==> config.mk <==
export PLATFORM = sky130hd
export DESIGN_NAME = seq_frame_ctrl
export DESIGN_NICKNAME = d
export VERILOG_FILES = /design/src/rtl/seq_frame_ctrl.sv
export SDC_FILE = /design/constraint.sdc
export NUM_CORES = 1
export LEC_CHECK = 0
export ABC_AREA = 1
export ABC_CLOCK_PERIOD_IN_PS = 2500
export BUFFER_PORTS_ARGS = -buffer_cell sky130_fd_sc_hd__buf_4
export CAP_MARGIN = 20
export CORE_AREA = 2 2 53 55
export CTS_BUF_LIST = sky130_fd_sc_hd__clkbuf_8
export CTS_CLUSTER_DIAMETER = 50
export DETAILED_ROUTE_END_ITERATION = 16
export DIE_AREA = 0 0 55 57
export GPL_TIMING_DRIVEN = 1
export PLACE_DENSITY = 0.69
export SLEW_MARGIN = 20
export SYNTH_ARGS = -nofsm -noshare
export SYNTH_HDL_FRONTEND = slang
export SYNTH_SLANG_ARGS = --single-unit
==> constraint.sdc <==
create_clock -name clk -period 2.5 [get_ports clk]
set_clock_uncertainty 0.1 [all_clocks]
set_input_delay 0.125 -clock clk [delete_from_list [all_inputs] [get_ports clk]]
set_output_delay 0.125 -clock clk [all_outputs]
set_load 0.1 [all_outputs]
==> src/rtl/seq_frame_ctrl.sv <==
// Serial frame controller: sync-pattern detect, address/length header, per-channel payload steering.
// Define SEQ_FRAME_CTRL_STATUS_EN to add the 8-bit frame_cnt status output.
module seq_frame_ctrl #(
    parameter int              PAT_W   = 4,
    parameter logic [PAT_W-1:0] PATTERN = 4'b1011,
    parameter int              ADDR_W  = 2,
    parameter int              LEN_W   = 3
) (
    input  logic                  clk,
    input  logic                  rst,
    input  logic                  serial_in,
    input  logic                  serial_valid,
    input  logic                  abort,
    output logic [2**ADDR_W-1:0]  dout,
    output logic [2**ADDR_W-1:0]  ch_valid,
    output logic                  busy,
    output logic                  done
`ifdef SEQ_FRAME_CTRL_STATUS_EN
    ,
    output logic [7:0]            frame_cnt
`endif
);

    localparam int HDR_W  = ADDR_W + LEN_W;
    localparam int FILL_W = $clog2(PAT_W + 1);
    localparam int HCNT_W = $clog2(HDR_W);

    typedef enum logic [1:0] {
        DETECT,
        HEADER,
        PAYLOAD
    } state_t;

    state_t            state;
    state_t            state_next;
    logic [PAT_W-2:0]  hist;
    logic [PAT_W-1:0]  hist_next;
    logic [FILL_W-1:0] fill;
    logic [HCNT_W-1:0] hdr_cnt;
    logic [LEN_W-1:0]  pay_cnt;
    logic [HDR_W-1:0]  hdr;
    logic [HDR_W-1:0]  hdr_next;
    logic [ADDR_W-1:0] addr;
    logic [LEN_W-1:0]  len;
    logic              match;
    logic              hdr_last;
    logic              pay_last;
    logic              complete;

    // Address and length share one shift register; the address field lands in the upper bits.
    assign addr = hdr[HDR_W-1:LEN_W];
    assign len  = hdr[LEN_W-1:0];
    assign busy = (state != DETECT);

    always_comb begin
        hist_next  = {hist, serial_in};
        hdr_next   = {hdr[HDR_W-2:0], serial_in};
        match      = (fill >= FILL_W'(PAT_W - 1)) && (hist_next == PATTERN);
        hdr_last   = (hdr_cnt == HCNT_W'(HDR_W - 1));
        pay_last   = ((pay_cnt + 1'b1) == len);
        state_next = state;
        complete   = 1'b0;
        dout       = '0;
        ch_valid   = '0;
        case (state)
            DETECT: begin
                if (serial_valid && match) state_next = HEADER;
            end
            HEADER: begin
                if (serial_valid && hdr_last) begin
                    if (hdr_next[LEN_W-1:0] == '0) begin
                        state_next = DETECT;
                        complete   = 1'b1;
                    end else begin
                        state_next = PAYLOAD;
                    end
                end
            end
            PAYLOAD: begin
                dout[addr]     = serial_in;
                ch_valid[addr] = serial_valid;
                if (serial_valid && pay_last) begin
                    state_next = DETECT;
                    complete   = 1'b1;
                end
            end
            default: state_next = DETECT;
        endcase
        if (abort) begin
            state_next = DETECT;
            complete   = 1'b0;
        end
    end

    always_ff @(posedge clk) begin
        if (rst) begin
            state   <= DETECT;
            hist    <= '0;
            fill    <= '0;
            hdr_cnt <= '0;
            pay_cnt <= '0;
            hdr     <= '0;
            done    <= 1'b0;
        end else begin
            state <= state_next;
            done  <= complete;

            // History only accumulates while idling in DETECT; any other path re-enters it clean.
            if (state != DETECT || state_next != DETECT || abort) begin
                hist <= '0;
                fill <= '0;
            end else if (serial_valid) begin
                hist <= hist_next[PAT_W-2:0];
                if (fill != FILL_W'(PAT_W)) fill <= fill + 1'b1;
            end

            if (state_next != HEADER) begin
                hdr_cnt <= '0;
            end else if (state == HEADER && serial_valid) begin
                hdr_cnt <= hdr_cnt + 1'b1;
            end

            if (state == HEADER && serial_valid) hdr <= hdr_next;

            if (state_next != PAYLOAD) begin
                pay_cnt <= '0;
            end else if (state == PAYLOAD && serial_valid) begin
                pay_cnt <= pay_cnt + 1'b1;
            end
        end
    end

`ifdef SEQ_FRAME_CTRL_STATUS_EN
    always_ff @(posedge clk) begin
        if (rst) begin
            frame_cnt <= '0;
        end else if (complete) begin
            frame_cnt <= frame_cnt + 1'b1;
        end
    end
`endif

endmodule

### Word-level counts from Yosys, hierarchy flattened

Cells that the tools add are included.

* register bits: 20

* add/subtract/negate cells: 3
* order comparisons: 3
* eq/ne operators: 8
* mux-type cells: 14
* bitwise gates (word level): 2
* reductions and logical operators: 18

Operators by type and width (count)
* $mux W2: 5
* $add A3 B1 Y3 const B: 3
* $and A4 B4 Y4: 2
* $mux W4: 2
* $reduce_or A2 Y1: 4
* $logic_and A1 B1 Y1: 7
* $pmux W2 S3: 1
* $eq A4 B4 Y1 const B: 1
* $mux W1: 4
* $reduce_bool A2 Y1: 2
* $eq A3 B3 Y1: 1
* $eq A3 B3 Y1 const B: 1
* $ge A3 B2 Y1 const B: 1
* $logic_not A3 Y1: 1
* $lt A2 B3 Y1 const B: 1
* $ne A3 B3 Y1 const B: 1
* $demux W1 S2: 1
* $eq A2 B1 Y1 const B: 1
* $eq A2 B2 Y1 const B: 1
* $ge A2 B1 Y1 const B: 1
* $logic_not A2 Y1: 1
* $logic_or A1 B1 Y1: 2
* $ne A2 B1 Y1 const B: 1
* $ne A2 B2 Y1 const B: 1
* 2 further kinds: 2

### Depth between registers and ports, before layout

Gate-level depths: netlist of the first run.

* depth in word-level cells: 10
* mapped depth: 12

### Least setup slack after synthesis of the first run

Ideal clock, no wire load.

* path kind: reg-to-output
* start point: register state[0]
* end point: output port ch_valid[0]
* data arrival time: 2.098 ns
* data required time: 2.275 ns
* slack: 0.177 ns
* stages on the path, launching flop included: 5
* cells stage by stage: dfxtp_1 > inv_1 > ha_1 > nand2_1 > nor2_1

* longest elaborated chain between the ends: 2

RTL lines
* start, declared: RTL line 34 `state_t state;`
* start signal, assigned: RTL line 105 `state <= state_next;`
* $eq A2 B2 Y1: RTL line 65 `case (state)`
* $mux W4: RTL line 65
* end, declared: RTL line 15 `output logic [2**ADDR_W-1:0] ch_valid,`

Every way passes these cells.

### Worst setup path after layout of the first run

Same ends and word-level chain as after synthesis.

==> results of run 1 <==
==> where the power goes <==
part	total [mW]	internal (mW)	switching (mW)
logic	0.0344	0.0138	0.0206
clock network	0.243	0.140	0.104
registers	0.322	0.321	0.00159
total	0.600	0.474	0.126
==> flip-flops by register name, summed over array words and instances, names as in the netlist <==
signal   cells
done         1
fill         3
hdr          5
hdr_cnt      3
hist         3
pay_cnt      3
state        2
==> through the flow <==
| stage | utilization (%) | setup slack, ns | total power [mW] |
|---|---|---|---|
| finish | 54.9 | 0.597 | 0.600 |
| global route | 54.9 | 0.439 | 0.628 |
| CTS | 54.9 | 0.597 | 0.609 |
| detailed placement | 52.8 | 0.827 | 0.364 |
| global placement | 52.8 | 0.873 | 0.363 |
| floorplan | - | 0.177 | 0.355 |
==> placed cells by master, fill, tap and decap left out, types with 2 or more instances in the layout <==
cell and count:
nand2_1 29, inv_1 23, nor2_1 21, dfxtp_1 20, buf_4 14, ha_1 10
a21oi_1 9, o21ai_0 8, nor2_2 7, xor2_1 4, nand3_1 4, clkbuf_8 4
nand2_2 3, nand2_4 3, nand3_2 3, nor3_1 3, nand3_4 2
==> per-layer routing <==
layer | part of all wire, % | global-route usage [%]
met1 | 46 | 21.1
met2 | 49 | 26.9
met3 | 4.1 | 3.93
met4 | 1.2 | 4.18
met5 | 0 | 0
==> cells in the mapped netlist (all sizes together) (2+ instances only) <==
library cell  count
o21ai             9
ha               10
xor2              4
nand2            35
a21oi            10
dfxtp            20
nor3              3
nand3b            2
nand3             9
inv              23
nor2             29
==> worst max-delay path, delay by kind of cell, from the launching register on <==
family | cells | cell delay (ns)
flops | 1 | 0.34
fa+ha+maj | 1 | 0.26
simple gates | 2 | 0.40
buf+inv | 2 | 0.43
==> logic make-up after synthesis <==
group | after synthesis | share of synthesized area (%)
buffers and inverters | 24 | 7.82
AND/OR/NAND/NOR | 80 | 34.9
flip-flops | 20 | 32.1
adder cells (fa/ha/maj) | 10 | 10.0
XOR/XNOR | 5 | 3.51
multiplexers | 2 | 1.70
AO/OA/AOI/OAI | 20 | 10.0
==> cell type report <==
| type | count | area [um^2] |
|---|---|---|
| repair buffers | 14 | 105 |
| multi-input cells | 117 | 751 |
| well taps | 31 | 38.8 |
| fillers | 250 | 1180 |
| inverters | 23 | 86.3 |
| clock buffers | 4 | 55.1 |
| flip-flops and latches | 20 | 400 |
==> worst min-delay path by stage <==
| stage | from | end | slack [ns] | depth (start not counted) |
|---|---|---|---|---|
| floorplan | serial_in | hdr[0] | 0.19 | 2 |
| finish | rst | done | 0.03 | 3 |
| CTS | rst | done | 0.03 | 3 |
| global placement | rst | done | 0.30 | 3 |
| global route | rst | done | 0.03 | 3 |
| detailed placement | rst | done | 0.30 | 3 |
==> impl_metrics.tcl, run 1 <==
set metrics [dict create \
    worst_pin_slew_ns 0.321 \
    timing.rr.end "hist[1]" \
    worstPathRequired_ns 2.28 \
    die_y_um 57 \
    wl_mm 2.25 \
    cts.htree.levels 1 \
    wl_per_cell_um 10.7 \
    cts_tree "built" \
    fin_crit_ns 1.90 \
    synthArstFlopShare_pct 0 \
    synth_ff_type "dfxtp_1" \
    cts_resized 0 \
    instances_no_fill 209 \
    critical_path.startpoint_type "flop" \
    grt_pass1_wl_mm 3.82 \
    setup_viol 0 \
    hold_slack_ns 0.0315 \
    synth.area.top_cells "dfxtp_1 32%, ha_1 10%, nand2_1 8.7%" \
    grt_max_degree 12 \
    clk_pin_slew_ns 0.07 \
    vias 1017 \
    final_area_mm2 0.00144 \
    rr_worst_depth 11 \
    dpl-instance-area_mm2 0.00138 \
    synth-seq-cells 20 \
    initial_core_util_pct 47.8 \
    slew_violations 0 \
    crit_path_top_delay_cell "dfxtp_1" \
    diodes 0 \
    io_pins 15 \
    cts_root_buf "clkbuf_8" \
    critPathMaxFanout 9 \
    worstSetupEndpoint "ch_valid[0]" \
    drc 0 \
    grt_util_all_layers_pct 16.3 \
    synth_edf_count 0 \
    synth_top_area_share_pct 32.1 \
    cts_setup_buffers 0 \
    cp_slowest_stage_delay_ns 0.34 \
    pwr_density_cell_mw_per_mm2 418 \
    ys_warn_count 0 \
    ir_drop_v 0.000351 \
    syn-num-nets 176 \
    syn_avg_cell_area_um2 7.76 \
    layout.nets 194 \
    worstPathCellList "inv_1, ha_1, nand2_1, nor2_1, buf_4" \
    drive_above_1_share_pct 23.6 \
    grt-ovfl-total 0 \
    syn_inst 161 \
    synth.distinct_cells 27 \
    grt_pass1_vias 927 \
    hold_class "in -> reg" \
    arrival_ns 1.68 \
    outcome "finished, final reports clean" \
    cap_viol_max_count 0 \
    rows 19 \
    ff2ff_setup_slack_ns 0.82 \
    ctsHoldBuffers 0 \
    end_kind "output pin" \
    rsz0062_at_grt "no" \
    clock_path_buffers 2 \
    portBuffers 14 \
    r2r-start "pay_cnt[0]" \
    fmax_mhz 525 \
    hold_violations 0 \
    firstDrtPassIters 4 \
    dp_hpwl_mm 1.83 \
    die_w_um 55 \
    ant_nets 0 \
    leakagePower_nw 0.619 \
    drt_iter0_drc 24 \
    antenna_found_initial 0 \
    syn_to_final_growth_pct 15.0 \
    numCtsBuffers 3 \
    yosysTopAreaCell "dfxtp_1" \
    clk_latency_ns 0.25 \
    cp-startpoint "state[0]" \
    core_area_mm2 0.00262 \
    clock_sinks 20 \
    place.gp.congestion 0.820 \
    max_slew_margin_pct 78.5 \
    die-area_mm2 0.00314 \
    fin_crit_sh_pct 76.1 \
    synth_area_mm2 0.00125 \
    tns_ns 0 \
    yosysSeqAreaShare_pct 32.1 \
    dp.cells 205 \
    via_per_inst 4.87 \
    crit_type "reg -> out" \
]
Note: power is estimated with default switching activity, not from simulation.
==> run 2, diff against run 1 <==
--- a/config.mk
+++ b/config.mk
@@ -6,7 +6,7 @@
 export NUM_CORES = 1
 export LEC_CHECK = 0
 export ABC_AREA = 1
-export ABC_CLOCK_PERIOD_IN_PS = 2500
+export ABC_CLOCK_PERIOD_IN_PS = 1650
 export BUFFER_PORTS_ARGS = -buffer_cell sky130_fd_sc_hd__buf_4
 export CAP_MARGIN = 20
 export CORE_AREA = 2 2 53 55
@@ -15,7 +15,7 @@
 export DETAILED_ROUTE_END_ITERATION = 16
 export DIE_AREA = 0 0 55 57
 export GPL_TIMING_DRIVEN = 1
-export PLACE_DENSITY = 0.69
+export PLACE_DENSITY = 0.72
 export SLEW_MARGIN = 20
 export SYNTH_ARGS = -nofsm -noshare
 export SYNTH_HDL_FRONTEND = slang
==> constraint.sdc (replaced) <==
create_clock -name clk -period 1.65 [get_ports clk]
set_clock_uncertainty 0.1 [all_clocks]
set_input_delay 0.0825 -clock clk [delete_from_list [all_inputs] [get_ports clk]]
set_output_delay 0.0825 -clock clk [all_outputs]
set_load 0.1 [all_outputs]
==> run 2 against run 1 <==
Effect of this change: wire length increased by 20%; worst hold slack got worse by 0.0047 ns; design area increased by 17%; highest routed layer unchanged; clock-buffer cell count decreased by 1; first-iteration DRC count decreased by 21%; combinational power increased by 69%; core utilization increased by 9.4 points; sequential power increased by 52%.
==> impl_metrics.tcl, run 2 (same netlist as run 1, synthesis figures left out) <==
set metrics [dict create \
    end_kind "flop" \
    diodes 0 \
    hold_violations 0 \
    combPwrFrac_pct 6.7 \
    fmax_mhz 606 \
    p_int_uw 671 \
    syn_to_final_growth_pct 34.7 \
    arrival_ns 1.74 \
    cp_slowest_stage_delay_ns 0.34 \
    drive_above_1_share_pct 38.7 \
    dp_slack_ns -0.00111 \
    worstPathCellList "ha_4, inv_2, nand2_2, nand3_2, nor2_2, nand2_1, nand2_2, nand2_4, nand2_4, nand3_4, nor2_2" \
    fin_crit_sh_pct 99.9 \
    portBuffers 14 \
    multiInputGateArea_um2 876 \
    critical_path.startpoint_type "flop" \
    clock_path_buffers 2 \
    cts_tree "built" \
    ff2ff_setup_slack_ns 0.001 \
    cts.htree.levels 1 \
    final_util_pct 64.3 \
    initial_core_util_pct 47.8 \
    hp-start "abort" \
    worstPathRequired_ns 1.75 \
    r2r-start "pay_cnt[0]" \
    vias 1069 \
    die-area_mm2 0.00314 \
    setup_viol 0 \
    grt_max_degree 11 \
    cap_viol_max_count 0 \
    cts_root_buf "clkbuf_8" \
    ir_drop_v 0.000509 \
    netSwitchingPower_uw 197 \
    rows 19 \
    firstDrtPassIters 4 \
    place.gp.congestion 0.808 \
    regArea_um2 405 \
    crit_type "reg -> reg" \
    numCtsBuffers 3 \
    clk_latency_ns 0.26 \
    clk_pin_slew_ns 0.08 \
    grt-ovfl-total 0 \
    max_slew_margin_pct 80.8 \
    holdPathStages 3 \
    antenna_found_initial 0 \
    clock_sinks 20 \
    wl_mm 2.70 \
    rsz0062_at_grt "yes" \
    grt_util_all_layers_pct 19.9 \
    switching_share_pct 22.7 \
    die_y_um 57 \
    dp_hpwl_mm 1.86 \
    tns_ns 0 \
    ant_nets 0 \
    fin_ws_ns 0.00100 \
    drt_iter0_drc 19 \
    seq_power_share_pct 56.3 \
    wl_per_cell_um 12.7 \
    crit_path_top_delay_cell "dfxtp_2" \
    final_area_mm2 0.00168 \
    cp_top_family "simple AND/OR/NAND/NOR gates" \
    layout_commonest_cell "nand2_1" \
    largest-register "hdr" \
    critPathMaxFanout 6 \
    dpl-instance-area_mm2 0.00145 \
    fill_cells 208 \
    hold_end "done" \
    largest_reg_flops 5 \
    slew_violations 0 \
    grt_pass1_wl_mm 4.64 \
    io_pins 15 \
    critPathBufInv 1 \
    leakagePower_nw 0.654 \
    core_area_mm2 0.00262 \
    rr_worst_depth 11 \
    pwr_density_cell_mw_per_mm2 516 \
    fin_crit_ns 1.65 \
    p_clk_share_pct 37.0 \
    final_cell_mix "26 x nand2_1, 19 x inv_1, 16 x dfxtp_1" \
    timing.rr.end "fill[0]" \
    ctsHoldBuffers 0 \
    die_w_um 55 \
    via_per_inst 5.04 \
    layout.nets 198 \
    grt_pass1_vias 1041 \
    drc 0 \
    path_depth 11 \
    worst_pin_slew_ns 0.287 \
    power_uw 868 \
    hold_class "in -> reg" \
    outcome "finished, final reports clean" \
]
-- run 2: changes by cell type in the layout (fill, tap and decap cells not counted), sizes merged --
cell	before	now
clkinvlp	0	1
clkbuf	4	3
inv	23	22
buf	14	18
-- run 2: how the worst max path moves through the flow --
stage | slack [ns] | from | end
finish | 0.001 | pay_cnt[0] | fill[0]
global route | -0.12 | pay_cnt[0] | fill[0]
CTS | -0.0002 | fill[1] | hdr_cnt[2]
detailed placement | -0.001 | pay_cnt[0] | hdr_cnt[2]
global placement | 0.02 | pay_cnt[0] | hist[0]
floorplan | -0.22 | state[0] | ch_valid[0]
-- run 2: final cells by class --
type,count,area share [%]
Clock buffer,3,2.46
Sequential cell,20,24.1
Inverter,23,5.36
Timing Repair Buffer,18,13.7
Multi-Input combinational cell,117,52.1
Tap cell,31,2.31
-- run 2: per-stage QoR --
stage,cells,hold WS [ns]
finish,212,0.0268
global route,212,0.0224
CTS,211,0.0301
detailed placement,207,0.288
global placement,207,0.282
floorplan,161,0.149
-- run 2: power groups by stage --
stage          clock, mW  combinational (mW)  sequential, mW
2_1_floorplan          0              0.0410           0.499
5_1_grt            0.347              0.0629           0.489
3_5_place_dp           0              0.0535           0.500
3_3_place_gp           0              0.0526           0.499
4_1_cts            0.322              0.0559           0.488
6_report           0.321              0.0580           0.489
-- run 2: what timing repair did --
| item | in CTS | in global routing |
|---|---|---|
| setup buffers | 1 | 1 |
| resized for setup | 31 | 14 |
| pin swaps | 5 | 7 |
| hold endpoints to repair | 0 | 0 |
| endpoints found under the setup margin | 18 | 23 |
-- run 2: worst min-delay path, stage by stage --
cell    delay [ns]
buf_4         0.08
or2_2         0.13
nor2_1        0.05
-- run 2: layer usage --
layer  vias to the layer above  share of wire [%]  track usage (%)
met5                         -                  0                0
met4                         0                1.2             6.27
met3                         5                2.0             3.93
met2                        11                 54             32.1
met1                       510                 43             26.5
li1                        543                  -                -
